<file path="config.mk">
export PLATFORM = sky130hd
export DESIGN_NAME = apb_bridge_controller
export DESIGN_NICKNAME = d
export VERILOG_FILES = /design/src/rtl/apb_bridge_controller.sv
export SDC_FILE = /design/constraint.sdc
export NUM_CORES = 1
export LEC_CHECK = 0
export ABC_AREA = 1
export CAP_MARGIN = 20
export CORE_MARGIN = 2
export CORE_UTILIZATION = 41
export CTS_CLUSTER_DIAMETER = 80
export DETAILED_ROUTE_END_ITERATION = 12
export GPL_TIMING_DRIVEN = 0
export PLACE_DENSITY = 0.86
export SLEW_MARGIN = 10
export SYNTH_ARGS = -nofsm -noshare
export SYNTH_HDL_FRONTEND = slang
export SYNTH_SLANG_ARGS = --single-unit
</file>
<file path="constraint.sdc">
create_clock -name hclk -period 2.1 [get_ports hclk]
set_input_delay 0.525 -clock hclk [delete_from_list [all_inputs] [get_ports hclk]]
set_output_delay 0.525 -clock hclk [all_outputs]
set_load 0.01 [all_outputs]
</file>
<file path="src/rtl/apb_bridge_controller.sv">
// -----------------------------------------------------------------------------
// apb_bridge_controller
//
// Sequencing FSM of the AHB-to-APB bridge. Each accepted AHB transfer becomes
// a two-phase APB transfer (SETUP, then ENABLE). The AHB side is stalled
// through hready_out until the APB transfer completes. All APB outputs come
// straight from flops, so peripherals never see combinational glitches.
//
// Optional feature macro: APB_PREADY_EN
//   defined   : ENABLE is extended until pready=1 (no timeout).
//   undefined : pready is ignored and ENABLE always lasts exactly one cycle.
//
// Ports
//   hclk        in   bridge clock, rising edge
//   hresetn     in   asynchronous active-low reset
//   valid       in   current AHB address phase is a legal bridge transfer
//   hwrite      in   direction of the current address phase
//   haddr       in   current address-phase address
//   haddr1      in   address delayed one cycle (address of the write whose
//                    data is now on hwdata)
//   hwdata      in   AHB write data (data phase)
//   temp_sel    in   decoded peripheral select for haddr
//   pready      in   APB completion (used only with APB_PREADY_EN)
//   psel        out  APB select, registered
//   penable     out  APB enable, registered
//   pwrite      out  APB direction, registered
//   paddr       out  APB address, registered
//   pwdata      out  APB write data, registered
//   hready_out  out  AHB ready, combinational from state (and pready)
//   busy        out  FSM is not idle
// -----------------------------------------------------------------------------
module apb_bridge_controller #(
   parameter int ADDR_W = 32,
   parameter int DATA_W = 32,
   parameter int SEL_W  = 3
) (
   input  logic              hclk,
   input  logic              hresetn,
   input  logic              valid,
   input  logic              hwrite,
   input  logic [ADDR_W-1:0] haddr,
   input  logic [ADDR_W-1:0] haddr1,
   input  logic [DATA_W-1:0] hwdata,
   input  logic [SEL_W-1:0]  temp_sel,
   input  logic              pready,
   output logic [SEL_W-1:0]  psel,
   output logic              penable,
   output logic              pwrite,
   output logic [ADDR_W-1:0] paddr,
   output logic [DATA_W-1:0] pwdata,
   output logic              hready_out,
   output logic              busy
);

   typedef enum logic [1:0] {
      IDLE   = 2'b00,
      WWAIT  = 2'b01,
      SETUP  = 2'b10,
      ENABLE = 2'b11
   } state_t;

   state_t           state;
   logic [SEL_W-1:0] sel_q;   // select of an accepted write, used once hwdata arrives
   logic             done;    // APB transfer completes this cycle (ENABLE only)

`ifdef APB_PREADY_EN
   assign done = pready;
`else
   // pready stays on the port for a uniform interface but has no effect here.
   logic unused_pready;
   assign unused_pready = pready;
   assign done          = 1'b1;
`endif

   // NOTE: every signal assigned in always_comb gets a default first, so no
   // path through the case can leave it unassigned and infer a latch.
   always_comb begin
      hready_out = 1'b1;
      case (state)
         IDLE:    hready_out = 1'b1;
         WWAIT:   hready_out = 1'b0;
         SETUP:   hready_out = 1'b0;
         ENABLE:  hready_out = done;
         default: hready_out = 1'b1;
      endcase
   end

   assign busy = (state != IDLE);

   // NOTE: sequential state uses non-blocking assignments only, so every flop
   // samples the pre-edge value of every other flop.
   always_ff @(posedge hclk or negedge hresetn) begin
      if (!hresetn) begin
         // NOTE: the async reset clears the APB outputs immediately, so an
         // interrupted transfer is dropped without a completion phase.
         state   <= IDLE;
         sel_q   <= '0;
         psel    <= '0;
         penable <= 1'b0;
         pwrite  <= 1'b0;
         paddr   <= '0;
         pwdata  <= '0;
      end else begin
         case (state)
            IDLE: begin
               if (valid) begin
                  sel_q <= temp_sel;
                  if (!hwrite) begin
                     state  <= SETUP;
                     paddr  <= haddr;
                     psel   <= temp_sel;
                     pwrite <= 1'b0;
                  end else begin
                     // Write data arrives one cycle later; wait for it.
                     state <= WWAIT;
                  end
               end
            end

            WWAIT: begin
               state  <= SETUP;
               paddr  <= haddr1;
               pwdata <= hwdata;
               psel   <= sel_q;
               pwrite <= 1'b1;
            end

            SETUP: begin
               state   <= ENABLE;
               penable <= 1'b1;
            end

            ENABLE: begin
               // While !done every APB output simply holds its value.
               if (done) begin
                  penable <= 1'b0;
                  if (valid && !hwrite) begin
                     // Back-to-back read goes straight to SETUP.
                     state  <= SETUP;
                     sel_q  <= temp_sel;
                     paddr  <= haddr;
                     psel   <= temp_sel;
                     pwrite <= 1'b0;
                  end else if (valid) begin
                     state <= WWAIT;
                     sel_q <= temp_sel;
                     psel  <= '0;
                  end else begin
                     state  <= IDLE;
                     psel   <= '0;
                     pwrite <= 1'b0;
                  end
               end
            end

            default: state <= IDLE;
         endcase
      end
   end

endmodule
</file>
# Word level (Yosys, flattened, before mapping)
# Index checks and enable logic that the tools add are counted.
op_classes:
  n_eq_ne: 7
  n_mux: 23
  reduce_logical: 12
op_table:
  columns: ["cell", "count"]
  rows:
  - ["$mux 32", 3]
  - ["$pmux 32 s3", 1]
  - ["$mux 3", 5]
  - ["$pmux 3 s3", 1]
  - ["$pmux 2 s4", 1]
  - ["$reduce_and 4->1", 2]
  - ["$mux 2", 3]
  - ["$ne 2x2->1 const B", 3]
  - ["$pmux 3 s2", 1]
  - ["$reduce_bool 2->1", 3]
  - ["$mux 1", 5]
  - ["$eq 2x2->1 const B", 2]
  - ["$pmux 1 s2", 2]
  - ["$reduce_or 2->1", 2]
  - ["$ne 3x3->1 const B", 1]
  - ["$pmux 1 s3", 1]
  - ["$reduce_and 3->1", 1]
  - ["$reduce_bool 3->1", 1]
  - ["$eq 2x1->1 const B", 1]
  - ["$logic_not 2->1", 1]
  - ["$logic_and 1x1->1", 1]
  - ["$logic_not 1->1", 1]
word_totals:
  register_bits: 74
  input_bits: 104
  out_inout_bits: 71

# Longest topological paths before layout
# Gate-level depths: netlist (run 1).
logic_depth:
  ltp_word: 4
  mapped_depth: 9

# Least setup slack after synthesis (run 1)
# Ideal clock, no wire load.
synth_timing:
  path_kind: "register to register"
  start: "reg state[1]"
  end: "reg pwdata[0]"
  setup_time_ps: 128
  arrival_time_ps: 1351
  required_time_ps: 1972
  setup_slack_ps: 621
  path_stages_with_launch: 6
  n_path_buf: 2
  path_cell_list: "dfrtp_1 -> inv_1 -> ha_1 -> buf_2 -> buf_2 -> mux2_1"
synth_via:
  elab_chain_len: 1
synth_lines:
  columns: ["item", "line_no", "source"]
  rows:
  - ["start: declaration", "62", "state_t state;"]
  - ["start signal: assignment", "96", "state <= IDLE;"]
  - ["start signal: assignment", "109", "state <= SETUP;"]
  - ["start signal: assignment", "115", "state <= WWAIT;"]
  - ["$eq 2x1->1", "104", "case (state)"]
  - ["end signal: assignment", "123", "pwdata <= hwdata;"]
  - ["end: declaration", "50", "output logic [DATA_W-1:0] pwdata,"]
# No other way between the ends.
# A chain may end at the register's enable or synchronous reset.

# Worst setup path after layout (run 1)
layout_timing:
  start: "reg state[1]"
  end: "out hready_out"
layout_via:
  elab_chain_len: 3
  elab_cells_between_ends: 7
  classes_between: "3 x eq/ne; 1 x mux; 3 x reduce/logical"
layout_lines:
  columns: ["item", "line_no", "source"]
  rows:
  - ["$eq 2x2->1, or another cell as far along", "79", "case (state)"]
  - ["$reduce_or 2->1 (no line)", null, null]
  - ["$pmux 1 s2 *", "79", null]
  - ["end: declaration", "51", "output logic hready_out,"]
# Mark *: on every way between the ends. The rest lies on a longest branch, timed or not.

==> impl_results.md, run 1 <==
* Clk pin slew, worst setup/hold paths at ~90 ps
* Final period utilization at 0.961
* Final Max Slew Viols at 0
* DRT Pass-1 Iters at 4
* Setup ws final at between 80 and 90 ps
* Synth Register Bits at 74
* Most frequent cells in the layout: 169 x clkdlybuf4s50_1, 126 x nand2_1, 74 x dfrtp_1
* Global Route Usage Sum at 0.207
* Die X at 98.2 um
* Total CTS buffers at 9
* GPL Wtd Cong at 0.820
* Ys Warns at 0
* CP Data Arrival Time at 1490 ps
* Tot Pwr at 8.59 mW
* Outcome: complete, no violations
* GRT overflow at 0
* Post-detail-place hpwl at between 7000 and 8000 um
* DRT Wirelength at 9940 um
* Fmax at 495 MHz
* Fillcell total at 704
* Row cnt at 34
* Critical Path RT at between 1500 and 2000 ps
* Largest net degree at the start of global routing at 50
* Finished Cell Area at 5780 um2
* Placed inst area at 5520 um2
* Finished Layout Cells at between 600 and 700
* RSZ-0062 raised after global routing: no
* Clock sink count at 74
* Skew-Pair Late Insertion Delay at 350 ps
* Io pins at about 180
* Hold slack at 80.9 ps
* # H-tree levels at 3
* Die area at approximately 9600 um2
* N_diodes at 0
* Root Buffer: clkbuf_8
* Worst reg2reg path endpoint: pwdata[1]
* R2R Path Start: state[1]
* Placed insts at 673
* Largest area contributor in the netlist: dfrtp_1
* Worst setup EP type: output port
* Area grow syn2layout at 58.7%
* Core ar. at 8680 um2
* Post-synth top area share at 0.509
* Post-DRT Antenna Nets at 0
* Rel. slew slack at 0.736
* # DRC at 0
* Startpoint class of the critical path: flop
* WS Path Type: flop to output port
* Global-route wire length before repair at roughly 16,000 um
* Final hold vios at 0
* Chip height at between 90 and 100 um
* CTS tree: built
* CP Buf/Inv Count at 3
* Cts-stage hold buffer count at 0
* Synth unique cells at 23
* R2R setup slack at around 320 ps
* Pwr Density at 1490 nW/um2
* Cell count of the worst reg-to-reg path at 5
* Via count at 3,283
* Worst slew pin tran at 396 ps
* Worst vdd ir at 0.725 mV
* Lkg Pwr at between 2 and 3 nW
* Synth Instances at 392
* Setup TNS at 0 ps
* Initial Utilization at 0.419
* DR WL/cell at between 10 and 15 um
* Post-Synthesis Cell Area at 3640 um2
* Most frequent CP cell: inv_1
* Syn_nets at 501
* # setup viols final at 0
* Layout cells sized above 1 at 0.122
* Worst stage delay on the critical path at between 300 and 400 ps
* Vias/cell at approximately 4.8
* Clk_skew at roughly 9.6 ps
* Post-layout nets at 687
* Post-layout util at 0.666
* Clock Path Buffers at 2
* Initial antenna violation count at 0
* Syn Area/Cell at around 9.3 um2
* CP Max Fanout at 5
* Vias in the first global route at ~3,300
* Synth top area cells: dfrtp_1 51%, nand2_1 13%, mux2_1 9.9%
* Min Tclk post-route at 2020 ps
* Slowest CP cell: dfrtp_1
* DRT iter0 DRCs at 90
* Max_cap viols at 0
* Crit path cell chain: inv_1 -> ha_4 -> inv_1 -> dlygate4sd2_1
* IO buf count at 172
* Hold crit path type: input port to async pin
* CP top delay family: buffers and inverters
* Commonest non-fill, non-tap cell in the layout: clkdlybuf4s50_1
* Seq/Total Area, Yosys at 0.509
* Place WS at 80.9 ps
==> cells by family after synthesis <==
group,synth area share
compound gates,0.0526
fa+ha+maj,0.0172
buf+inv,0.0890
flops,0.509
mux,0.0990
simple gates,0.233
==> cell type report <==
| type | instances | area (um2) | area share |
|---|---|---|---|
| Sequential cell | 74 | 1850 | 0.321 |
| Timing Repair Buffer | 175 | 1760 | 0.305 |
| Multi-Input combinational cell | 252 | 1480 | 0.256 |
| Inverter | 43 | 164 | 0.0284 |
| Buffer | 23 | 160 | 0.0277 |
| Tap cell | 108 | 135 | 0.0234 |
| Clock buffer | 9 | 124 | 0.0214 |
| Clock inverter | 7 | 101 | 0.0175 |
==> worst max path at each step <==
stage / from / cells past startpoint / slack, ps / to
2_1_floorplan: state[1] / 5 / 620 / pwdata[0]
3_3_place_gp: hresetn / 1 / -2010 / sel_q[1]
3_5_place_dp: hwrite / 8 / 80 / paddr[27]
4_1_cts: state[1] / 4 / 10 / busy
5_1_grt: state[1] / 4 / 30 / hready_out
6_report: state[1] / 4 / 80 / hready_out
==> sequential cells by signal (all words and copies together), names as in the netlist <==
register and count:
state 2, penable 1, pwrite 1, sel_q 3, paddr 32, psel 3, pwdata 32
==> worst register-to-register path: stages, from the launching register on <==
cell,delay (ps)
dfrtp_1,380
inv_1,140
ha_1,230
buf_2,260
buf_2,300
mux2_1,360
==> cells in the mapped netlist (all sizes together) <==
cell type,n
a21oi,1
buf,21
clkbuf,2
dfrtp,74
ha,5
inv,43
mux2,32
nand2,128
nand3,42
nand4,3
nor2,6
o21ai,35
==> where the power goes <==
part	switching (mW)	internal, mW
Clock	0.564	0.679
Sequential	0.358	2.16
Combinational	2.41	2.42
==> timing repair <==
action                                  4_1_cts  5_1_grt
setup buffers                                 2        0
resized for setup                             4        1
endpoints found under the setup margin        2        1
==> routing by layer <==
metal / wire (um) / up-vias / global-route usage
li1: - / 1614 / -
met4: 101 / 0 / 0.0516
met5: 0 / - / 0
met3: 678 / 9 / 0.0451
met2: 4960 / 114 / 0.364
met1: 4200 / 1546 / 0.262
Power figures use the tool's default switching activity.
==> inputs of run 2 (changes only) <==
--- a/config.mk
+++ b/config.mk
@@ -12,7 +12,8 @@
 export CTS_CLUSTER_DIAMETER = 80
 export DETAILED_ROUTE_END_ITERATION = 12
 export GPL_TIMING_DRIVEN = 0
-export PLACE_DENSITY = 0.86
+export PLACE_DENSITY_LB_ADDON = 0.25
+export RECOVER_POWER = 25
 export SLEW_MARGIN = 10
 export SYNTH_ARGS = -nofsm -noshare
 export SYNTH_HDL_FRONTEND = slang
==> impl_results.md, run 2 (synthesis results as in run 1) <==
* Outcome: complete, but fails checks
* Violated checks: capacitance limit, slew limit
* Initial antenna violation count at 0
* Regs by FF count: paddr (32), pwdata (32)
* Final Max Slew Viols at 32
* Final hold vios at 0
* # setup viols final at 0
* Initial Utilization at 0.419
* Rel. slew slack at -0.217
* Post-DRT Antenna Nets at 0
* Die area at a little under 10,000 um2
* WS Path Type: flop to output port
* Post-detail-place hpwl at 7420 um
* Row cnt at 34
* Commonest non-fill, non-tap cell in the layout: clkdlybuf4s50_1
* Global-route wire length before repair at approximately 16,000 um
* Worst stage delay on the critical path at 380 ps
* Post-layout util at 0.664
* Root Buffer: clkbuf_8
* Startpoint class of the critical path: flop
* Register area at 1850 um2
* DRT Pass-1 Iters at 4
* DR WL/cell at 14.0 um
* Placed insts at ~670
* Vias/cell at 4.71
* P_int at between 5 and 6 mW
* Clock Path Buffers at 2
* CTS tree: built
* Most frequent CP cell: inv_1
* Vias in the first global route at ~3,400
* Via count at 3,247
* Global Route Usage Sum at 0.211
* Slowest CP cell: dfrtp_1
* GPL Wtd Cong at approximately 0.82
* Cts-stage hold buffer count at 0
* Die X at 98.2 um
* Fillcell total at 729
* Logic pwr share at 0.557
* Io pins at 175
* Hold Path Sink: sel_q[2]
* # H-tree levels at 3
* Clock group share of total power at 0.151
* # DRC at 0
* Chip height at approximately 100 um
* Total CTS buffers at 9
* CP Max Fanout at 5
* Crit path cell chain: inv_1 -> ha_4 -> inv_1 -> dlygate4sd2_1
* Core ar. at 8680 um2
* Sw Share at 0.379
* Layout cells sized above 1 at 0.119
* R2R Path Start: state[1]
* DRT Wirelength at 9660 um
* Worst vdd ir at 0.892 mV
* R2R setup slack at 300 ps
* Finished Layout Cells at 690
* IO buf count at 172
* Critical Path RT at 1570 ps
* Post-layout nets at 686
* Most frequent cells in the layout: 169 x clkdlybuf4s50_1, 126 x nand2_1, 74 x dfrtp_1
* GRT overflow at 0
* Cell count of the worst reg-to-reg path at 5
* N_diodes at 0
* Fmax at a little under 500 MHz
* Worst reg2reg path endpoint: pwdata[8]
* Skew-Pair Late Insertion Delay at 350 ps
* Worst Hold Depth at 3
* Worst setup EP type: output port
* Clk_skew at around 8.9 ps
* DRT iter0 DRCs at between 100 and 150
* Final period utilization at 0.962
* NetSw at 3.25 mW
* Clock sink count at 74
* Largest net degree at the start of global routing at 44
* Worst hold start: valid
* Worst slew pin tran at 1830 ps
* RSZ-0062 raised after global routing: no
* Pwr Density at 1490 nW/um2
* Hold crit path type: input port to flop
* CP Data Arrival Time at 1500 ps
* Area of the multi-input gates at 1480 um2
* Lkg Pwr at around 2.7 nW
* Clk pin slew, worst setup/hold paths at 80 ps
* Min Tclk post-route at between 2000 and 2500 ps
* Sequential share of power at 0.292
* Area grow syn2layout at 58.4%
* Max_cap viols at 1
run 2: how the worst max path moves through the flow:
stage	to	start	cells after the start
after global routing	hready_out	state[1]	4
after detailed placement	paddr[7]	hwrite	8
after floorplan	pwdata[0]	state[1]	5
final	hready_out	state[1]	4
after CTS	hready_out	state[0]	4
after global placement	paddr[12]	hresetn	1
run 2: through the flow:
step                      setup slack, ps  area [um2]  hold slack, ps  total power [mW]  setup TNS, ps
after CTS                            19.4        5770             115              8.69              0
after detailed placement              131        5510             459              7.35              0
after floorplan                       621        3640             229              5.11              0
final                                79.8        5770             463              8.58              0
after global placement              -2090        5500             454              7.22        -154210
after global routing                 4.87        5770             456              9.29              0
run 2: power groups by stage:
stage          logic [mW]  clock network [mW]  registers, mW
6_report             4.78                1.29           2.50
5_1_grt              5.30                1.39           2.60
4_1_cts              4.86                1.32           2.51
3_5_place_dp         4.81                   0           2.54
3_3_place_gp         4.71                   0           2.50
2_1_floorplan        2.27                   0           2.84
run 2: timing repair:
| action | 4_1_cts | 5_1_grt |
|---|---|---|
| gates resized for setup | 4 | 1 |
| setup endpoints to repair | 2 | 1 |
| buffers inserted | 1 | 0 |
run 2: layout make-up:
class	instances	area share
clock buffers	12	0.0286
well taps	108	0.0234
repair buffers	174	0.302
multi-input cells	252	0.256
inverters	43	0.0284
clock inverters	4	0.0126
plain buffers	23	0.0278
flip-flops and latches	74	0.321
run 2: per-layer routing:
metal / track usage / vias up / share of wire
met5: 0 / - / 0
met4: 0.0653 / 0 / 0.024
li1: - / 1614 / -
met1: 0.254 / 1529 / 0.41
met2: 0.375 / 88 / 0.52
met3: 0.0523 / 16 / 0.050
run 2: worst max-delay path, delay by kind of cell (launching register included):
| family | cells | cell delay (ps) |
|---|---|---|
| flops | 1 | 380 |
| buf+inv | 3 | 560 |
| fa+ha+maj | 1 | 220 |
